`config.mk`:
```
export PLATFORM = sky130hd
export DESIGN_NAME = flags_ctrl
export DESIGN_NICKNAME = d
export VERILOG_FILES = /design/src/rtl/flags_ctrl.sv
export SDC_FILE = /design/constraint.sdc
export NUM_CORES = 1
export LEC_CHECK = 0
export CORE_AREA = 2 2 73 47
export DETAILED_ROUTE_END_ITERATION = 10
export DIE_AREA = 0 0 75 49
export PLACE_DENSITY = 0.82
export SYNTH_ARGS = -nofsm -noshare
export SYNTH_HDL_FRONTEND = slang
export SYNTH_SLANG_ARGS = --single-unit
```
`constraint.sdc`:
```
create_clock -name clk -period 2.75 [get_ports clk]
set_input_delay 0.275 -clock clk [delete_from_list [all_inputs] [get_ports clk]]
set_output_delay 0.275 -clock clk [all_outputs]
set_load 0.1 [all_outputs]
```
`src/rtl/flags_ctrl.sv`:
```
// rtl/flags_ctrl.sv - NZCV/Q flags register with multi-cycle flag-write scoreboard and decode stall
module flags_ctrl #(
    parameter int MAX_PEND = 4,
    parameter int CNT_W    = 3
) (
    input  logic             clk,
    input  logic             reset,
    input  logic             ExValid,
    input  logic             ExCondEx,
    input  logic [1:0]       ExFlagsWrite,
    input  logic [4:0]       ExALUFlags,
    input  logic             MulIssue,
    input  logic             MulDone,
    input  logic [4:0]       MulFlags,
    input  logic [3:0]       DCond,
    input  logic [1:0]       DFlagsWrite,
    input  logic             DIsMul,
    input  logic             SatClr,
    output logic [3:0]       Flags,
    output logic             Sat,
    output logic             DStall,
    output logic [1:0]       PendMask,
    output logic [CNT_W-1:0] PendCount,
    output logic             Err
);

    localparam int PTR_W = (MAX_PEND > 1) ? $clog2(MAX_PEND) : 1;

    // Pending-write scoreboard: each entry is the group mask {NZ,CV} of one multi-cycle writer
    logic [1:0]       r_fifo [MAX_PEND];
    logic [PTR_W-1:0] r_head;
    logic [PTR_W-1:0] r_tail;
    logic [CNT_W-1:0] r_count;

    logic [3:0]       r_flags;
    logic             r_sat;
    logic             r_err;

    logic [1:0]       w_wm;
    logic             w_alu;
    logic [1:0]       w_alu_wm;
    logic             w_empty;
    logic             w_full;
    logic             w_push_req;
    logic             w_pop;
    logic             w_push;
    logic [1:0]       w_head_mask;
    logic [1:0]       w_pend_mask;
    logic [1:0]       w_rest_mask;
    logic [1:0]       w_hazard;
    logic [1:0]       w_need;
    logic [3:0]       w_flags_nxt;
    logic             w_q_set;
    logic             w_err_set;
    logic [PTR_W-1:0] w_idx;

    assign w_wm        = ExFlagsWrite & {2{ExCondEx}};
    assign w_alu       = ExValid & ~MulIssue;
    assign w_alu_wm    = w_wm & {2{w_alu}};
    assign w_empty     = (r_count == '0);
    assign w_full      = (r_count == CNT_W'(MAX_PEND));
    assign w_push_req  = ExValid & MulIssue & (w_wm != 2'b00);
    assign w_pop       = MulDone & ~w_empty;
    // A full FIFO still accepts a push when the head leaves in the same edge
    assign w_push      = w_push_req & (~w_full | w_pop);
    assign w_head_mask = r_fifo[r_head];

    // OR of all occupied entries, and of all but the head (what remains after a pop)
    always_comb begin
        w_pend_mask = 2'b00;
        w_rest_mask = 2'b00;
        w_idx       = '0;
        for (int i = 0; i < MAX_PEND; i++) begin
            w_idx = r_head + PTR_W'(i);
            if (CNT_W'(i) < r_count) begin
                w_pend_mask = w_pend_mask | r_fifo[w_idx];
                if (i != 0) begin
                    w_rest_mask = w_rest_mask | r_fifo[w_idx];
                end
            end
        end
    end

    // Flag groups the decode instruction's condition reads, as {NZ,CV}
    always_comb begin
        w_need = 2'b00;
        case (DCond)
            4'b0000, 4'b0001, 4'b0100, 4'b0101: w_need = 2'b10;
            4'b0010, 4'b0011, 4'b0110, 4'b0111: w_need = 2'b01;
            4'b1000, 4'b1001, 4'b1010, 4'b1011,
            4'b1100, 4'b1101:                   w_need = 2'b11;
            default:                            w_need = 2'b00;
        endcase
    end

    // Groups still outstanding after this edge: survivors of a pop plus an accepted push
    assign w_hazard = (w_pop ? w_rest_mask : w_pend_mask) | (w_push ? w_wm : 2'b00);

    assign DStall = (((w_need | DFlagsWrite) & w_hazard) != 2'b00)
                  | (DIsMul & w_full & ~MulDone);

    // Next flag value: multi-cycle result first, ALU result overrides on any overlap
    always_comb begin
        w_flags_nxt = r_flags;
        if (w_pop) begin
            if (w_head_mask[1]) begin
                w_flags_nxt[3:2] = MulFlags[3:2];
            end
            if (w_head_mask[0]) begin
                w_flags_nxt[1:0] = MulFlags[1:0];
            end
        end
        if (w_alu_wm[1]) begin
            w_flags_nxt[3:2] = ExALUFlags[3:2];
        end
        if (w_alu_wm[0]) begin
            w_flags_nxt[1:0] = ExALUFlags[1:0];
        end
    end

    assign w_q_set   = (w_alu & ExCondEx & ExALUFlags[4]) | (w_pop & MulFlags[4]);
    assign w_err_set = (w_push_req & w_full & ~w_pop)
                     | (MulDone & w_empty)
                     | (w_pop & ((w_alu_wm & w_head_mask) != 2'b00));

    // Scoreboard pointers, occupancy and entry storage
    always_ff @(posedge clk) begin
        if (reset) begin
            r_head  <= '0;
            r_tail  <= '0;
            r_count <= '0;
        end else begin
            if (w_push) begin
                r_fifo[r_tail] <= w_wm;
                r_tail         <= r_tail + PTR_W'(1);
            end
            if (w_pop) begin
                r_head <= r_head + PTR_W'(1);
            end
            if (w_push && !w_pop) begin
                r_count <= r_count + CNT_W'(1);
            end else if (w_pop && !w_push) begin
                r_count <= r_count - CNT_W'(1);
            end
        end
    end

    // Architectural flags, sticky saturation (set beats clear) and sticky error
    always_ff @(posedge clk) begin
        if (reset) begin
            r_flags <= 4'b0000;
            r_sat   <= 1'b0;
            r_err   <= 1'b0;
        end else begin
            r_flags <= w_flags_nxt;
            if (w_q_set) begin
                r_sat <= 1'b1;
            end else if (SatClr) begin
                r_sat <= 1'b0;
            end
            if (w_err_set) begin
                r_err <= 1'b1;
            end
        end
    end

    assign Flags     = r_flags;
    assign Sat       = r_sat;
    assign PendMask  = w_pend_mask;
    assign PendCount = r_count;
    assign Err       = r_err;

endmodule

```
# Word-level counts from Yosys, hierarchy flattened
# Memories as Yosys holds them, arrays and structs flattened. A register that Yosys moved wholly into a read port is not among the register bits.
# Index checks and enable logic that the tools add are counted.
# totals
romBits,32
mem_bits_rw,8
ff_bits,13
out_inout_bits,12
in_bits,26
n_memories,2
# memory_table
memory,depth,word_bits,rd,rd_clocked_by_memory_dff,write_ports,line_no,source
(name not given),16,2,1,0,0,87,case (DCond)
r_fifo,4,2,4,1,1,30,logic [1:0] r_fifo [MAX_PEND];
# op_classes
addsub,6
order_cmp,4
n_eq_ne,1
reduce_logical,16
mux,23
bitwise,35
# op_table
op,n
2-bit 2-to-1 mux,15
2-bit nonzero test,9
1-bit AND,14
2-bit OR,7
2-bit AND,4
1-bit by 3-bit < comparator with 1-bit output (first input constant),2
2-bit by 3-bit < comparator with 1-bit output (first input constant),2
3-bit 2-to-1 mux,2
1-bit 2-to-1 mux,5
1-bit inverter,5
1-bit OR,5
2-bit by 1-bit adder with 2-bit output (second input constant),2
2-bit adder (second input constant),2
4-bit 2-to-1 mux,1
2-bit AND reduction,2
3-bit by 1-bit adder with 3-bit output (second input constant),1
3-bit == test (second input constant),1
3-bit zero test,1
3-bit by 1-bit subtractor with 3-bit output (second input constant),1
1-bit logical AND,2
1-bit zero test,2

# Logic depth before layout (Yosys ltp)
# logic_depth
ltp_word,13
depth_mapped,9
ltp_nobuf,9

# Least setup slack after synthesis
# Ideal clock, no wire load.
# synth_timing
path_type,register to output
start,"register r_count[1], in the netlist PendCount[1]"
end,output DStall
arrival_ps,2909
path_stages_with_launch,8
path_buffers,0
path_slack_ps,-434
required_ps,2475
path_cell_list,dfxtp_1 inv_1 ha_1 o21bai_1 o32ai_1 a221oi_2 a32oi_1 a21o_1
# synth_via
elab_chain_len,13
word_cells_on_any_way,31
# synth_lines
element,line_no,source
"start, declared",33,logic [CNT_W-1:0] r_count;
"start signal, assigned",141,r_count <= r_count + CNT_W'(1);
"start signal, assigned",143,r_count <= r_count - CNT_W'(1);
1-bit by 3-bit < comparator with 1-bit output,75,if (CNT_W'(i) < r_count) begin
2-bit 2-to-1 mux,75,
2-bit OR,76,w_pend_mask = w_pend_mask | r_fifo[w_idx];
2-bit 2-to-1 mux,75,
2-bit OR,76,
2-bit 2-to-1 mux,75,
2-bit OR,76,
2-bit 2-to-1 mux,75,
2-bit 2-to-1 mux,97,assign w_hazard = (w_pop ? w_rest_mask : w_pend_mask) | (w_push ? w_wm : 2'b00);
2-bit OR,97,
2-bit AND,99,assign DStall = (((w_need | DFlagsWrite) & w_hazard) != 2'b00)
2-bit nonzero test,99,
1-bit OR (*),100,| (DIsMul & w_full & ~MulDone);
"end, declared",21,"output logic DStall,"
# Every way passes the cells marked *; elsewhere a longest branch is shown, timed or not.

# Worst setup path in the final report
# layout_timing
start,"register r_count[0], in the netlist PendCount[0]"
end,output DStall
# The elaborated chain is that of the path after synthesis.

==> impl_results.md <==
* Area of the multi-input gates at 779.5 µm²
* Setup WS pre-CTS at approximately 0.41 ns
* R2r setup slk at just under 0.5 ns
* Critical path depth at 8
* Core Footprint at 3063 µm²
* Final Net Count at around 210
* CTS Buffer Depth at 2
* Reg clk slew, reported paths at 0.08 ns
* Worst Path Buf+Inv at 2
* Largest net degree at the start of global routing at 16
* GRT Residual Overflow at 0
* Register area share after synthesis at 0.3931
* Most crowded layer after global routing: met2
* Grt met1 use at 0.2686
* FF-to-FF Start: PendCount[0]
* Pwr per Cell Area at about 1300 nW/µm²
* Via count at between 1000 and 1500
* Starting density of the core at 0.4489
* Root Buffer Master: clkbuf_8
* Vias in the first global route at approximately 1100
* N_diodes at 0
* Final Util at 0.5989
* Vias per inst at ~5.4
* Port buffer count at 36
* Worst Hold Path Cells at 2
* Die ar. at ~3700 µm²
* Crit path launch type: flip-flop
* Pleak at 0.7146 nW
* Fin. max-slew vios at 0
* Slowest stage delay, CP at 0.40 ns
* Ys flop type: dfxtp_1
* CP Data Required Time at between 2 and 2.5 ns
* FMAX at 400.1 MHz
* DP HPWL at approximately 2600 µm
* Worst R2R End: PendCount[2]
* First-pass GRT wire length at roughly 5600 µm
* Antenna violations before repair at 0
* Wirelength per Cell at approximately 15 µm
* Period Utilization, post-route at 0.9089
* Post-route ant nets at 0
* Die X-Extent at approximately 75 µm
* Kind of critical path: reg -> out
* CP Capture Type: output pin
* Post-layout min period at 2.499 ns
* Hold EP: Err
* TritonCTS clock tree: done
* Grt met2 use at 0.3173
* H-tree levels at 1
* Worst path cell trace: inv_1 -> ha_1 -> and3b_1 -> nor2_1 -> nand2_1 -> a32oi_1 -> a21o_2 -> buf_12
* Max-cap viol count at 0
* DRT Pass-1 Iters at 4
* CTS sink cnt at 23
* Asr flop ratio synth at 0
* Hold/Removal Path Class: reg -> reg
* Final worst slack at 0.2505 ns
* Critical Path AT at ~2.2 ns
* Post-cts sizing count at 0
* Number of I/O pins at 38
* Gate Count Post-Synth at roughly 140
* Synth warn at 0
* Area grow syn2layout at 33.39%
* Worst Reg2Reg Path Length in Cells at 7
* Register area at around 540 µm²
* Final RePlAce weighted congestion at 0.7769
* GRT met3 Usage at 0.03719
* Setup Fix Bufs, Post-CTS at 0
* Worst-path fanout max at 7
* Hold path start: Err
* Fillers at ~240
* Die outline height at slightly below 50 µm
* Netlist Area Pre-Place at between 1000 and 1500 µm²
* Iter 0 DRT Violations at 80
* Setup TNS at 0 ns
* Slew HR at 0.7150
* Hold buffers post-CTS at 0
* Share of cells above drive strength 1 at 0.1591
* Slew @ Worst Pin at 0.4259 ns
* Top Family by Delay on Critical Path: simple AND/OR/NAND/NOR gates
* Syn_nets at 173
* Peak supply drop at about 1.0 mV
* Yosys cell types at 36
* Crit-path slowest cell: dfxtp_2
* Seq cells post-synth at 23
* Drt drc at 0
* Worst-Skew Late Latency at between 0.2 and 0.3 ns
* Total track usage at 0.1997
* Syn_area_per_cell at around 10 µm²
* Row count at 16
* Unrepaired setup endpoints after global routing: false
* Hold Fails Final Rpt at 0
* EDFF count, synth at 8
* Status: complete, no violations
* Routed WL at about 3300 µm
* Clock Skew at ~0.0023 ns
* Setup violations, final at 0
* TritonCTS Buffers at 3
[layout make-up]
class	count	area share
Clock buffer	3	0.02251
Clock inverter	1	0.002729
Inverter	9	0.01842
Multi-Input combinational cell	103	0.4250
Sequential cell	23	0.2960
Tap cell	45	0.03070
Timing Repair Buffer	37	0.2046
[report_power, final]
group	switching [W]	internal, W
sequential	0.0000898	0.000415
clock	0.000109	0.000101
combinational	0.00113	0.000566
total	0.00133	0.00108
[layout by cell type (no fill, tap or decap), types with 4 or more instances in the layout]
cell type         n
dfxtp_1          13
edfxtp_1          8
nand3_1           4
inv_1             9
ha_1              9
buf_4            10
clkdlybuf4s50_1  24
a21oi_1           4
and2_1            6
mux2i_1          12
nor3_1            4
a211oi_1          4
nor2_1           13
nand2_1          10
[registers in the layout, summed over array words and instances (netlist names), named ones only]
signal,count
Sat,1
r_head,2
PendCount,3
r_tail,2
Flags,4
r_fifo,8
Err,1
[per-layer routing]
metal  vias to the layer above  part of all wire
met5                         -                 0
met4                         0             0.020
met3                         8             0.051
met2                        45              0.50
met1                       563              0.43
li1                        576                 -
[metrics by stage]
| stage | cell area, µm² | power, W | cells | hold WS (ns) |
|---|---|---|---|---|
| 5_1_grt | 1834 | 0.002525 | 221 | 0.5245 |
| 6_report | 1834 | 0.002409 | 221 | 0.4998 |
| 3_3_place_gp | 1788 | 0.002166 | 217 | 0.4593 |
| 2_1_floorplan | 1379 | 0.001711 | 138 | 0.3478 |
| 3_5_place_dp | 1788 | 0.002200 | 217 | 0.4882 |
| 4_1_cts | 1834 | 0.002412 | 221 | 0.5015 |
[how the worst max path moves through the flow]
| stage | endpoint | slack, ns | start |
|---|---|---|---|
| after floorplan | PendMask[1] | 0.15 | PendCount[1] |
| after global placement | PendCount[2] | 0.43 | ExCondEx |
| after detailed placement | PendCount[2] | 0.41 | ExCondEx |
| after CTS | DStall | 0.25 | PendCount[0] |
| after global routing | DStall | 0.09 | PendCount[0] |
| final | DStall | 0.25 | PendCount[0] |
[synthesized netlist by cell type, types with 2 or more instances]
| master | number | area (µm²) |
|---|---|---|
| dfxtp_1 | 15 | 300.3 |
| nor2_1 | 13 | 48.80 |
| mux2i_1 | 12 | 120.1 |
| nand2_1 | 10 | 37.54 |
| ha_1 | 9 | 112.6 |
| inv_1 | 9 | 33.78 |
| edfxtp_1 | 8 | 240.2 |
| and2_1 | 6 | 37.54 |
| a211oi_1 | 4 | 30.03 |
| a21oi_1 | 4 | 20.02 |
| nand3_1 | 4 | 20.02 |
| nor3_1 | 4 | 20.02 |
| a32oi_1 | 3 | 26.28 |
| o21ai_0 | 3 | 15.01 |
| or3_1 | 3 | 18.77 |
| xor2_1 | 3 | 26.28 |
| a221oi_2 | 2 | 30.03 |
| mux4_2 | 2 | 45.04 |
| nand2_2 | 2 | 12.51 |
| nor2b_1 | 2 | 12.51 |
| nor3b_1 | 2 | 15.01 |
| o22ai_1 | 2 | 12.51 |
| o32ai_1 | 2 | 17.52 |
| xnor2_1 | 2 | 17.52 |
[worst min-delay path, stage by stage, from the launching register on]
cell,delay (ns)
dfxtp_1,0.32
inv_1,0.06
a31oi_1,0.07
[cell families after synthesis]
family,share of synthesized area
compound gates,0.1529
simple gates,0.1793
flops,0.3931
mux,0.1201
xor+xnor,0.03185
buf+inv,0.04094
fa+ha+maj,0.08189
No activity file was read; power rests on OpenSTA's default activity.
